### config.mk
export PLATFORM = sky130hd
export DESIGN_NAME = tube_host_ctrl_flat
export DESIGN_NICKNAME = d
export VERILOG_FILES = /design/src/rtl/tube_pkg.sv /design/src/rtl/tube_host_ctrl_if.sv /design/src/rtl/tube_clear_seq.sv /design/src/rtl/tube_host_ctrl.sv /design/src/flat_wrapper.sv
export SDC_FILE = /design/constraint.sdc
export NUM_CORES = 1
export LEC_CHECK = 0
export ABC_CLOCK_PERIOD_IN_PS = 3050
export CAP_MARGIN = 5
export CORE_MARGIN = 3
export CORE_UTILIZATION = 37
export CTS_CLUSTER_DIAMETER = 50
export DETAILED_ROUTE_END_ITERATION = 10
export GPL_TIMING_DRIVEN = 0
export PLACE_DENSITY = 0.85
export SYNTH_ARGS = -nofsm -noshare
export SYNTH_HDL_FRONTEND = slang
export SYNTH_HIERARCHICAL = 1
export SYNTH_SLANG_ARGS = --single-unit
### constraint.sdc
create_clock -name h_phi2 -period 3.05 [get_ports h_phi2]
set_input_delay 0.61 -clock h_phi2 [delete_from_list [all_inputs] [get_ports h_phi2]]
set_output_delay 0.61 -clock h_phi2 [all_outputs]
set_load 0.03 [all_outputs]
### src/rtl/tube_pkg.sv
// Shared constants for the Tube host-side controller: flag bit positions,
// channel indices, status-byte layout and the clear-sequencer states.
package tube_pkg;

  localparam int FLAG_Q = 0;
  localparam int FLAG_I = 1;
  localparam int FLAG_J = 2;
  localparam int FLAG_M = 3;
  localparam int FLAG_V = 4;
  localparam int FLAG_P = 5;
  localparam int FLAG_T = 6;

  localparam int CH_R1 = 0;
  localparam int CH_R2 = 1;
  localparam int CH_R3 = 2;
  localparam int CH_R4 = 3;

  localparam int ST_AVAIL   = 7;
  localparam int ST_NOTFULL = 6;

  typedef enum logic {
    IDLE  = 1'b0,
    CLEAR = 1'b1
  } clr_state_e;

  // R3 counts as ready once it holds one byte, or two when V is set.
  function automatic logic r3_ready(input logic [1:0] level, input logic v);
    return v ? (level >= 2'd2) : (level >= 2'd1);
  endfunction

endpackage

### src/rtl/tube_host_ctrl_if.sv
// Host bus side of the Tube: select, direction, address and data.
interface tube_host_ctrl_if;
  logic       h_cs_b;
  logic       h_rdnw;
  logic [2:0] h_addr;
  logic [7:0] h_din;
  logic [7:0] h_dout;

  modport master (output h_cs_b, h_rdnw, h_addr, h_din, input h_dout);
  modport slave  (input h_cs_b, h_rdnw, h_addr, h_din, output h_dout);
endinterface

### src/rtl/tube_clear_seq.sv
// FIFO clear sequencer.
//   state | meaning
//   IDLE  | FIFOs running, fifo_rst low
//   CLEAR | fifo_rst high, counter runs up to RST_CYCLES-1
// done is high in the last CLEAR cycle; completion takes priority over a
// restart arriving in that same cycle.
module tube_clear_seq #(
  parameter int RST_CYCLES = 4
) (
  input  logic h_phi2,
  input  logic h_rst_b,
  input  logic start,
  output logic fifo_rst,
  output logic done
);
  import tube_pkg::*;

  localparam logic [3:0] CNT_LAST = 4'(RST_CYCLES - 1);

  clr_state_e state;
  logic [3:0] cnt;

  assign done = (state == CLEAR) && (cnt == CNT_LAST);

  // State, counter and registered fifo_rst; reset lands in CLEAR.
  always_ff @(posedge h_phi2 or negedge h_rst_b) begin
    if (!h_rst_b) begin
      state    <= CLEAR;
      cnt      <= '0;
      fifo_rst <= 1'b1;
    end else begin
      case (state)
        IDLE: begin
          if (start) begin
            state    <= CLEAR;
            cnt      <= '0;
            fifo_rst <= 1'b1;
          end
        end
        CLEAR: begin
          if (done) begin
            state    <= IDLE;
            cnt      <= '0;
            fifo_rst <= 1'b0;
          end else if (start) begin
            cnt <= '0;
          end else begin
            cnt <= cnt + 4'd1;
          end
        end
        default: begin
          state    <= CLEAR;
          cnt      <= '0;
          fifo_rst <= 1'b1;
        end
      endcase
    end
  end

endmodule

### src/rtl/tube_host_ctrl.sv
// Tube ULA host-side controller: address decode, FIFO strobes, control
// flags, clear sequencing and interrupt generation.
module tube_host_ctrl #(
  parameter int RST_CYCLES = 4
) (
  input  logic              h_phi2,
  input  logic              h_rst_b,
  tube_host_ctrl_if.slave   bus,
  input  logic [31:0]       ph_data,
  input  logic [3:0]        ph_avail,
  input  logic [1:0]        ph_r3_level,
  output logic [3:0]        ph_rd,
  output logic [3:0]        hp_wr,
  input  logic [3:0]        hp_full,
  input  logic [3:0]        hp_avail,
  input  logic [1:0]        hp_r3_level,
  output logic              fifo_rst,
  output logic [6:0]        flags,
  output logic              h_irq_b,
  output logic              p_irq_b,
  output logic              p_nmi_b,
  output logic              p_rst_b
);
  import tube_pkg::*;

  logic [6:0] flag_q, flag_nxt;
  logic [1:0] ch;
  logic       acc_rd, acc_wr, is_data, flag_wr, t_start, clr_done;
  logic       ch_avail;
  logic [7:0] dout_c;
  logic       h_irq_q, p_irq_q, p_nmi_q, por_q;
  logic       unused_ok;

  assign unused_ok = ^hp_avail[2:1];

  assign ch      = bus.h_addr[2:1];
  assign is_data = bus.h_addr[0];
  assign acc_rd  = !bus.h_cs_b && bus.h_rdnw;
  assign acc_wr  = !bus.h_cs_b && !bus.h_rdnw;
  assign flag_wr = acc_wr && (bus.h_addr == 3'd0);
  assign t_start = flag_wr && bus.h_din[7] && bus.h_din[FLAG_T];

  tube_clear_seq #(.RST_CYCLES(RST_CYCLES)) u_clear_seq (
    .h_phi2   (h_phi2),
    .h_rst_b  (h_rst_b),
    .start    (t_start),
    .fifo_rst (fifo_rst),
    .done     (clr_done)
  );

  assign ph_rd = (acc_rd && is_data && !fifo_rst) ? (4'b0001 << ch) : 4'b0000;
  assign hp_wr = (acc_wr && is_data && !fifo_rst && !hp_full[ch]) ? (4'b0001 << ch) : 4'b0000;

  assign ch_avail = (ch == 2'(CH_R3)) ? r3_ready(ph_r3_level, flag_q[FLAG_V]) : ph_avail[ch];

  // Read mux: data byte for odd addresses, status byte for even ones.
  always_comb begin
    dout_c = '0;
    if (is_data) begin
      dout_c = ph_data[{ch, 3'b000} +: 8];
    end else begin
      dout_c[ST_AVAIL]   = ch_avail;
      dout_c[ST_NOTFULL] = ~hp_full[ch];
      if (ch == 2'(CH_R1)) dout_c[5:0] = flag_q[5:0];
    end
  end
  assign bus.h_dout = dout_c;

  // Next flag value: host set/clear (T can only be set by the host), then
  // completion of a clear drops T.
  always_comb begin
    flag_nxt = flag_q;
    if (flag_wr) begin
      if (bus.h_din[7]) flag_nxt = flag_q | bus.h_din[6:0];
      else              flag_nxt = {flag_q[FLAG_T], flag_q[5:0] & ~bus.h_din[5:0]};
    end
    if (clr_done) flag_nxt[FLAG_T] = 1'b0;
  end

  // Flag register and the power-on marker that holds the parasite in reset
  // until the first clear finishes.
  always_ff @(posedge h_phi2 or negedge h_rst_b) begin
    if (!h_rst_b) begin
      flag_q <= '0;
      por_q  <= 1'b1;
    end else begin
      flag_q <= flag_nxt;
      if (clr_done) por_q <= 1'b0;
    end
  end

  // Interrupt sources, registered one cycle behind their inputs.
  always_ff @(posedge h_phi2 or negedge h_rst_b) begin
    if (!h_rst_b) begin
      h_irq_q <= 1'b1;
      p_irq_q <= 1'b1;
      p_nmi_q <= 1'b1;
    end else begin
      h_irq_q <= ~(flag_q[FLAG_Q] & ph_avail[CH_R4]);
      p_irq_q <= ~((flag_q[FLAG_I] & hp_avail[CH_R1]) | (flag_q[FLAG_J] & hp_avail[CH_R4]));
      p_nmi_q <= ~(flag_q[FLAG_M] & r3_ready(hp_r3_level, flag_q[FLAG_V]));
    end
  end

  assign h_irq_b = h_irq_q | fifo_rst;
  assign p_irq_b = p_irq_q | fifo_rst;
  assign p_nmi_b = p_nmi_q | fifo_rst;
  assign p_rst_b = ~(flag_q[FLAG_P] | por_q);
  assign flags   = flag_q;

endmodule
### src/flat_wrapper.sv
// flat-port wrapper written by rule: the top's interface ports become plain ports
module tube_host_ctrl_flat import tube_pkg::*;
#(
  parameter int RST_CYCLES = 4
)
  (h_phi2, h_rst_b, ph_data, ph_avail, ph_r3_level, ph_rd, hp_wr, hp_full, hp_avail, hp_r3_level, fifo_rst, flags, h_irq_b, p_irq_b, p_nmi_b, p_rst_b, bus_h_cs_b, bus_h_rdnw, bus_h_addr, bus_h_din, bus_h_dout);
  tube_host_ctrl_if bus_i ();
  input  logic h_phi2;
  input  logic h_rst_b;
  input  logic [31:0] ph_data;
  input  logic [3:0] ph_avail;
  input  logic [1:0] ph_r3_level;
  output logic [3:0] ph_rd;
  output logic [3:0] hp_wr;
  input  logic [3:0] hp_full;
  input  logic [3:0] hp_avail;
  input  logic [1:0] hp_r3_level;
  output logic fifo_rst;
  output logic [6:0] flags;
  output logic h_irq_b;
  output logic p_irq_b;
  output logic p_nmi_b;
  output logic p_rst_b;
  input wire logic [$bits(bus_i.h_cs_b)-1:0] bus_h_cs_b;
  input wire logic [$bits(bus_i.h_rdnw)-1:0] bus_h_rdnw;
  input wire logic [$bits(bus_i.h_addr)-1:0] bus_h_addr;
  input wire logic [$bits(bus_i.h_din)-1:0] bus_h_din;
  output wire logic [$bits(bus_i.h_dout)-1:0] bus_h_dout;
  assign bus_i.h_cs_b = bus_h_cs_b;
  assign bus_i.h_rdnw = bus_h_rdnw;
  assign bus_i.h_addr = bus_h_addr;
  assign bus_i.h_din = bus_h_din;
  assign bus_h_dout = bus_i.h_dout;
  tube_host_ctrl #(.RST_CYCLES(RST_CYCLES)) u_core (.h_phi2(h_phi2), .h_rst_b(h_rst_b), .bus(bus_i), .ph_data(ph_data), .ph_avail(ph_avail), .ph_r3_level(ph_r3_level), .ph_rd(ph_rd), .hp_wr(hp_wr), .hp_full(hp_full), .hp_avail(hp_avail), .hp_r3_level(hp_r3_level), .fifo_rst(fifo_rst), .flags(flags), .h_irq_b(h_irq_b), .p_irq_b(p_irq_b), .p_nmi_b(p_nmi_b), .p_rst_b(p_rst_b));
endmodule
* Yosys cells after proc, flatten, opt, wreduce, memory -nomap -nowiden *
Cells that the tools add are included.

operators by class
  add/subtract/negate cells = 1
  multipliers = 0
  div/mod/pow operators = 0
  order comparisons = 5
  equality and inequality tests = 4
  shift operators = 2
  mux-type cells = 24
  bitwise gates (word level) = 18
  reduce and logical (&&, ||, !) cells = 21

operator list
  operator               number
  $shiftx A32 B6 Y8      1
  $mux W4                5
  $mux W7                2
  $logic_and A1 B1 Y1    11
  $mux W1                10
  $mux W8                1
  $pmux W4 S2            1
  $or A7 B7 Y7           1
  $and A6 B6 Y6          1
  $mux W6                1
  $not A1 Y1             6
  $not A6 Y6             1
  $or A1 B1 Y1           5
  $add A4 B1 Y4 const B  1
  $and A1 B1 Y1          4
  $bmux W1 S2            2
  $eq A4 B2 Y1 const B   1
  $ge A2 B1 Y1 const B   2
  $ge A2 B2 Y1 const B   2
  $logic_not A1 Y1       4
  $ne A2 B1 Y1 const B   2
  $pmux W1 S2            2
  $reduce_and A2 Y1      2
  $reduce_bool A2 Y1     2
  5 further kinds        5

word-level totals
  register bits = 17
  bits in latches = 0
  bits in writable memories = 0
  memory bits (read-only) = 0
  bits of input ports = 63
  output and inout bits = 28
  logic and storage cells = 84
  memories = 0

* Depth between registers and ports, before layout *
  depth in word-level cells = 8
  depth in mapped cells = 5
  depth with buffers taken out = 4

* Cells and area by module *
Netlist, hierarchy kept.

by module, submodules not included
  module          instances  cells each  area each (µm²)  sequential area each (µm²)
  tube_host_ctrl  1          91          964.7            280.3
  tube_clear_seq  1          26          307.8            152.6

* Least setup slack after synthesis *
No wires, ideal clock.

  kind = input port to output port
  start = in bus_h_addr[2]
  end = out bus_h_dout[4]
  data arrival time = 1.967 ns
  required time = 2.440 ns
  slack = 0.473 ns
  stages = 5
  path buffers = 2
  cell sequence = buf_2 buf_2 nor2_1 nand2_1 o21ai_0

between the ends
  cells in the longest elaborated chain, start to end = 3
  elaborated cells between the ends (all ways) = 4
  classes of those cells = 1 x shift; 2 x mux; 1 x reduce/logical

ends and longest elaborated chain
  item                                                                       line                  RTL
  start, declared                                                            flat_wrapper.sv:26    input wire logic [$bits(bus_i.h_addr)-1:0] bus_h_addr;
  parallel branches: the longest is 2 deep, another holds $shiftx A32 B6 Y8  -
  $mux W8 *                                                                  tube_host_ctrl.sv:59  if (is_data) begin
  end, declared                                                              flat_wrapper.sv:28    output wire logic [$bits(bus_i.h_dout)-1:0] bus_h_dout;

Mark *: on every way between the ends.

* Final worst setup path *
  start = in hp_full[3]
  end = out bus_h_dout[6]

between the ends
  cells in the longest elaborated chain, start to end = 4

ends and longest elaborated chain
  item                           line                  RTL
  start, declared                flat_wrapper.sv:15    input logic [3:0] hp_full;
  $bmux W1 S2                    tube_host_ctrl.sv:63  dout_c[ST_NOTFULL] = ~hp_full[ch];
  $mux W1 (not written as such)  tube_host_ctrl.sv:63
  $not A1 Y1                     tube_host_ctrl.sv:63
  $mux W8                        tube_host_ctrl.sv:59

No other way between the ends. The select of a mux whose other input is x is not followed.

==> impl_metrics.csv <==
group,metric,value,unit
setup_path,worst_r2r_path_depth,4,
place,portBuffers,84,
clocking,cts_made_buffers,3,
sta,fin_ws,0.0799,ns
sta,setup-violations-final,0,
setup_path,cp_top_family,"buffers and inverters",
sta,tns,0,ns
synthesis,syn-cell-area,1270,um2
clocking,clk_pin_slew,0.11,ns
sta,post-route-min-period,2.97,ns
setup_path,critPathKind,"in -> out",
synthesis,ys.flop_type,"dfrtp_1",
place,pre_cts_slack,-0.173,ns
place,gp_congestion,0.723,
clocking,cts_tree,"built",
sta,holdWs,0.469,ns
synthesis,seq_area_frac_synth,34.0,%
hold_path,worstHoldPathType,"reg -> reg",
setup_path,r2r_slack,1.64,ns
synthesis,synth-edff-count,0,
floorplan,io_pins,91,
drt,ant_nets,0,
floorplan,fp.dieW,64.6,um
setup_path,startpoint_type,"primary input",
setup_path,crit_path_frequent_cell,"clkdlybuf4s50_1",
synthesis,yosys-top-cells-area,"dfrtp_1 (22%), dfstp_2 (12%), mux4_1 (10%)",
drt,wirelength,3.85,mm
layout,nFillCells,253,
sta,report.final.slew_viol_count,0,
power,power_density,420,nW/um2
synthesis,synth.distinct_cells,37,
setup_path,slowest_stage,"clkdlybuf4s50_1",
grt,antenna_found_initial,0,
sta,worst_pin_slew,0.719,ns
grt,overflow,0,
synthesis,yosysTopAreaCell,"dfrtp_1",
floorplan,start_util,40.0,%
sta,hold_viol,0,
setup_path,cp-startpoint,"hp_full[3]",
clocking,clockRootBuffer,"clkbuf_4",
sta,max_freq,337,MHz
floorplan,fp.dieH,64.6,um
synthesis,async_reset_ff_share,100,%
setup_path,critPathMaxStageDelay,0.71,ns
synthesis,synth.net_count,181,
synthesis,synth-seq-cells,17,
setup_path,worstReg2RegStart,"u_core/u_clear_seq/cnt[0]$_DFFE_PN0P_",
drt,dr.pass1.iters,4,
setup_path,cp-endpoint,"bus_h_dout[6]",
grt,grt_pass1_wl,6.03,mm
drt,drc,0,
synthesis,synth.avg_cell_area,10.9,um2
setup_path,crit_arrival,2.36,ns
sta,slew_headroom,51.9,%
sta,skew,0.0142,ns
synthesis,yosys.area.top_type_share,21.6,%
setup_path,worst-path-stages,4,
setup_path,path_buf_inv,2,
status,status,"finished clean",
setup_path,endpoint_kind,"primary output",
setup_path,rr_endpoint,"u_core/flags[6]$_DFFE_PN0P_",
flow_run,cap_violations,0,
grt,grt_pass1_vias,1368,
sta,finalCritPeriodShare,97.4,%
layout,layout.nets,270,
grt,grt_max_degree,18,
drt,via_per_inst,5.22,
clocking,cts_buffer_depth,2,
power,vdd_drop_max,0.205,mV
layout,area_delta_synth_final,72.9,%
floorplan,rows,20,
clocking,clock_sinks,17,
grt,grt_usage,18.5,%
floorplan,fp.dieArea,4180,um2
drt,post_drt_wl_per_cell,15.5,um
place,dp_hpwl,3.35,mm
setup_path,crit_chain,"clkdlybuf4s50_1, mux4_2, o21ai_0, clkdlybuf4s50_1",
clocking,clk_latency,0.29,ns
setup_path,cp_max_fo,2,
layout,drive_gt1_share,18.0,%
layout,diodes,0,
clocking,hold_buffers,0,
synthesis,yosysMostFrequentCell,"nand2_1",
drt,vias,1300,
floorplan,core-area,3180,um2
synthesis,synth_warnings,6,
synthesis,synth_cells,117,
sta,grt_setup_unrepaired,"false",
clocking,htreeDepth,1,
setup_path,worstPathRequired,2.44,ns
power,leakage,0.000925,uW
drt,drt_iter0_drc,26,
synthesis,synthTopCellsByCount,"nand2_1 (16), nor2_1 (13), dfrtp_1 (11)",
-- layout by cell type (no fill, tap or decap), types with 3 or more instances in the layout --
cell type | Yosys | layout
nand3b_1 | 7 | 7
mux4_2 | 4 | 4
dfstp_2 | 6 | 6
or2_2 | 3 | 3
dlymetal6s2s_1 | 0 | 3
clkbuf_4 | 0 | 3
nor2_1 | 13 | 13
nor2b_1 | 4 | 4
clkdlybuf4s50_1 | 0 | 76
dlygate4sd2_1 | 0 | 5
nand2_1 | 16 | 16
mux4_1 | 5 | 5
dfrtp_1 | 11 | 11
mux2_2 | 7 | 7
o21ai_0 | 8 | 8
-- cell type report --
class	count	area, um2	share of cell area (%)
tap	44	55.1	2.50
clock inverter	1	7.51	0.341
multi-input combinational	92	785	35.7
inverter	1	3.75	0.171
timing repair buffer	84	842	38.3
clock buffer	3	22.5	1.02
sequential	17	433	19.7
buffer	7	51.3	2.33
-- power by group --
group | switching (uW) | total, uW | internal (uW)
registers | 62.2 | 359 | 297
clock network | 70.3 | 120 | 49.8
logic | 200 | 445 | 245
total | 332 | 924 | 591
-- worst min-delay path by stage --
stage,to,slack [ns],depth (start not counted)
floorplan,async pin,0.31,0
global placement,u_core/h_irq_q$_DFF_PN1_,0.46,1
detailed placement,u_core/h_irq_q$_DFF_PN1_,0.46,1
CTS,u_core/h_irq_q$_DFF_PN1_,0.47,1
global route,u_core/h_irq_q$_DFF_PN1_,0.49,1
finish,u_core/h_irq_q$_DFF_PN1_,0.47,1
-- timing repair --
item | in CTS | in global routing
buffers inserted | 0 | 0
gates resized for setup | 5 | 3
setup endpoints to repair | 5 | 3
-- layer usage --
| metal | track usage (%) | routed length, um | share of wire [%] | up-vias |
|---|---|---|---|---|
| met5 | 0 | 0 | 0 | - |
| met4 | 3.96 | 27 | 0.70 | 0 |
| met3 | 5.55 | 340 | 8.8 | 6 |
| met2 | 34.9 | 2040 | 53 | 68 |
| met1 | 20.1 | 1450 | 38 | 620 |
| li1 | - | - | - | 606 |
-- per-stage QoR --
stage	cells	total power [uW]	instance area, um2	utilization [%]
2_1_floorplan	117	611	1270	-
3_3_place_gp	245	784	2170	68.2
3_5_place_dp	245	808	2170	68.2
4_1_cts	249	931	2190	69.0
5_1_grt	249	981	2200	69.2
6_report	249	924	2200	69.2
-- cells by family (layout without fill, tap and decap cells) --
family / count (synthesis) / after routing / share of synthesized area, %
compound gates: 17 / 17 / 8.36
flops: 17 / 17 / 34.0
mux: 17 / 17 / 24.8
xor+xnor: 1 / 1 / 0.688
simple gates: 56 / 56 / 26.8
fa+ha+maj: 1 / 1 / 0.983
buf+inv: 8 / 96 / 4.33
(Power assumes the default switching activity.)
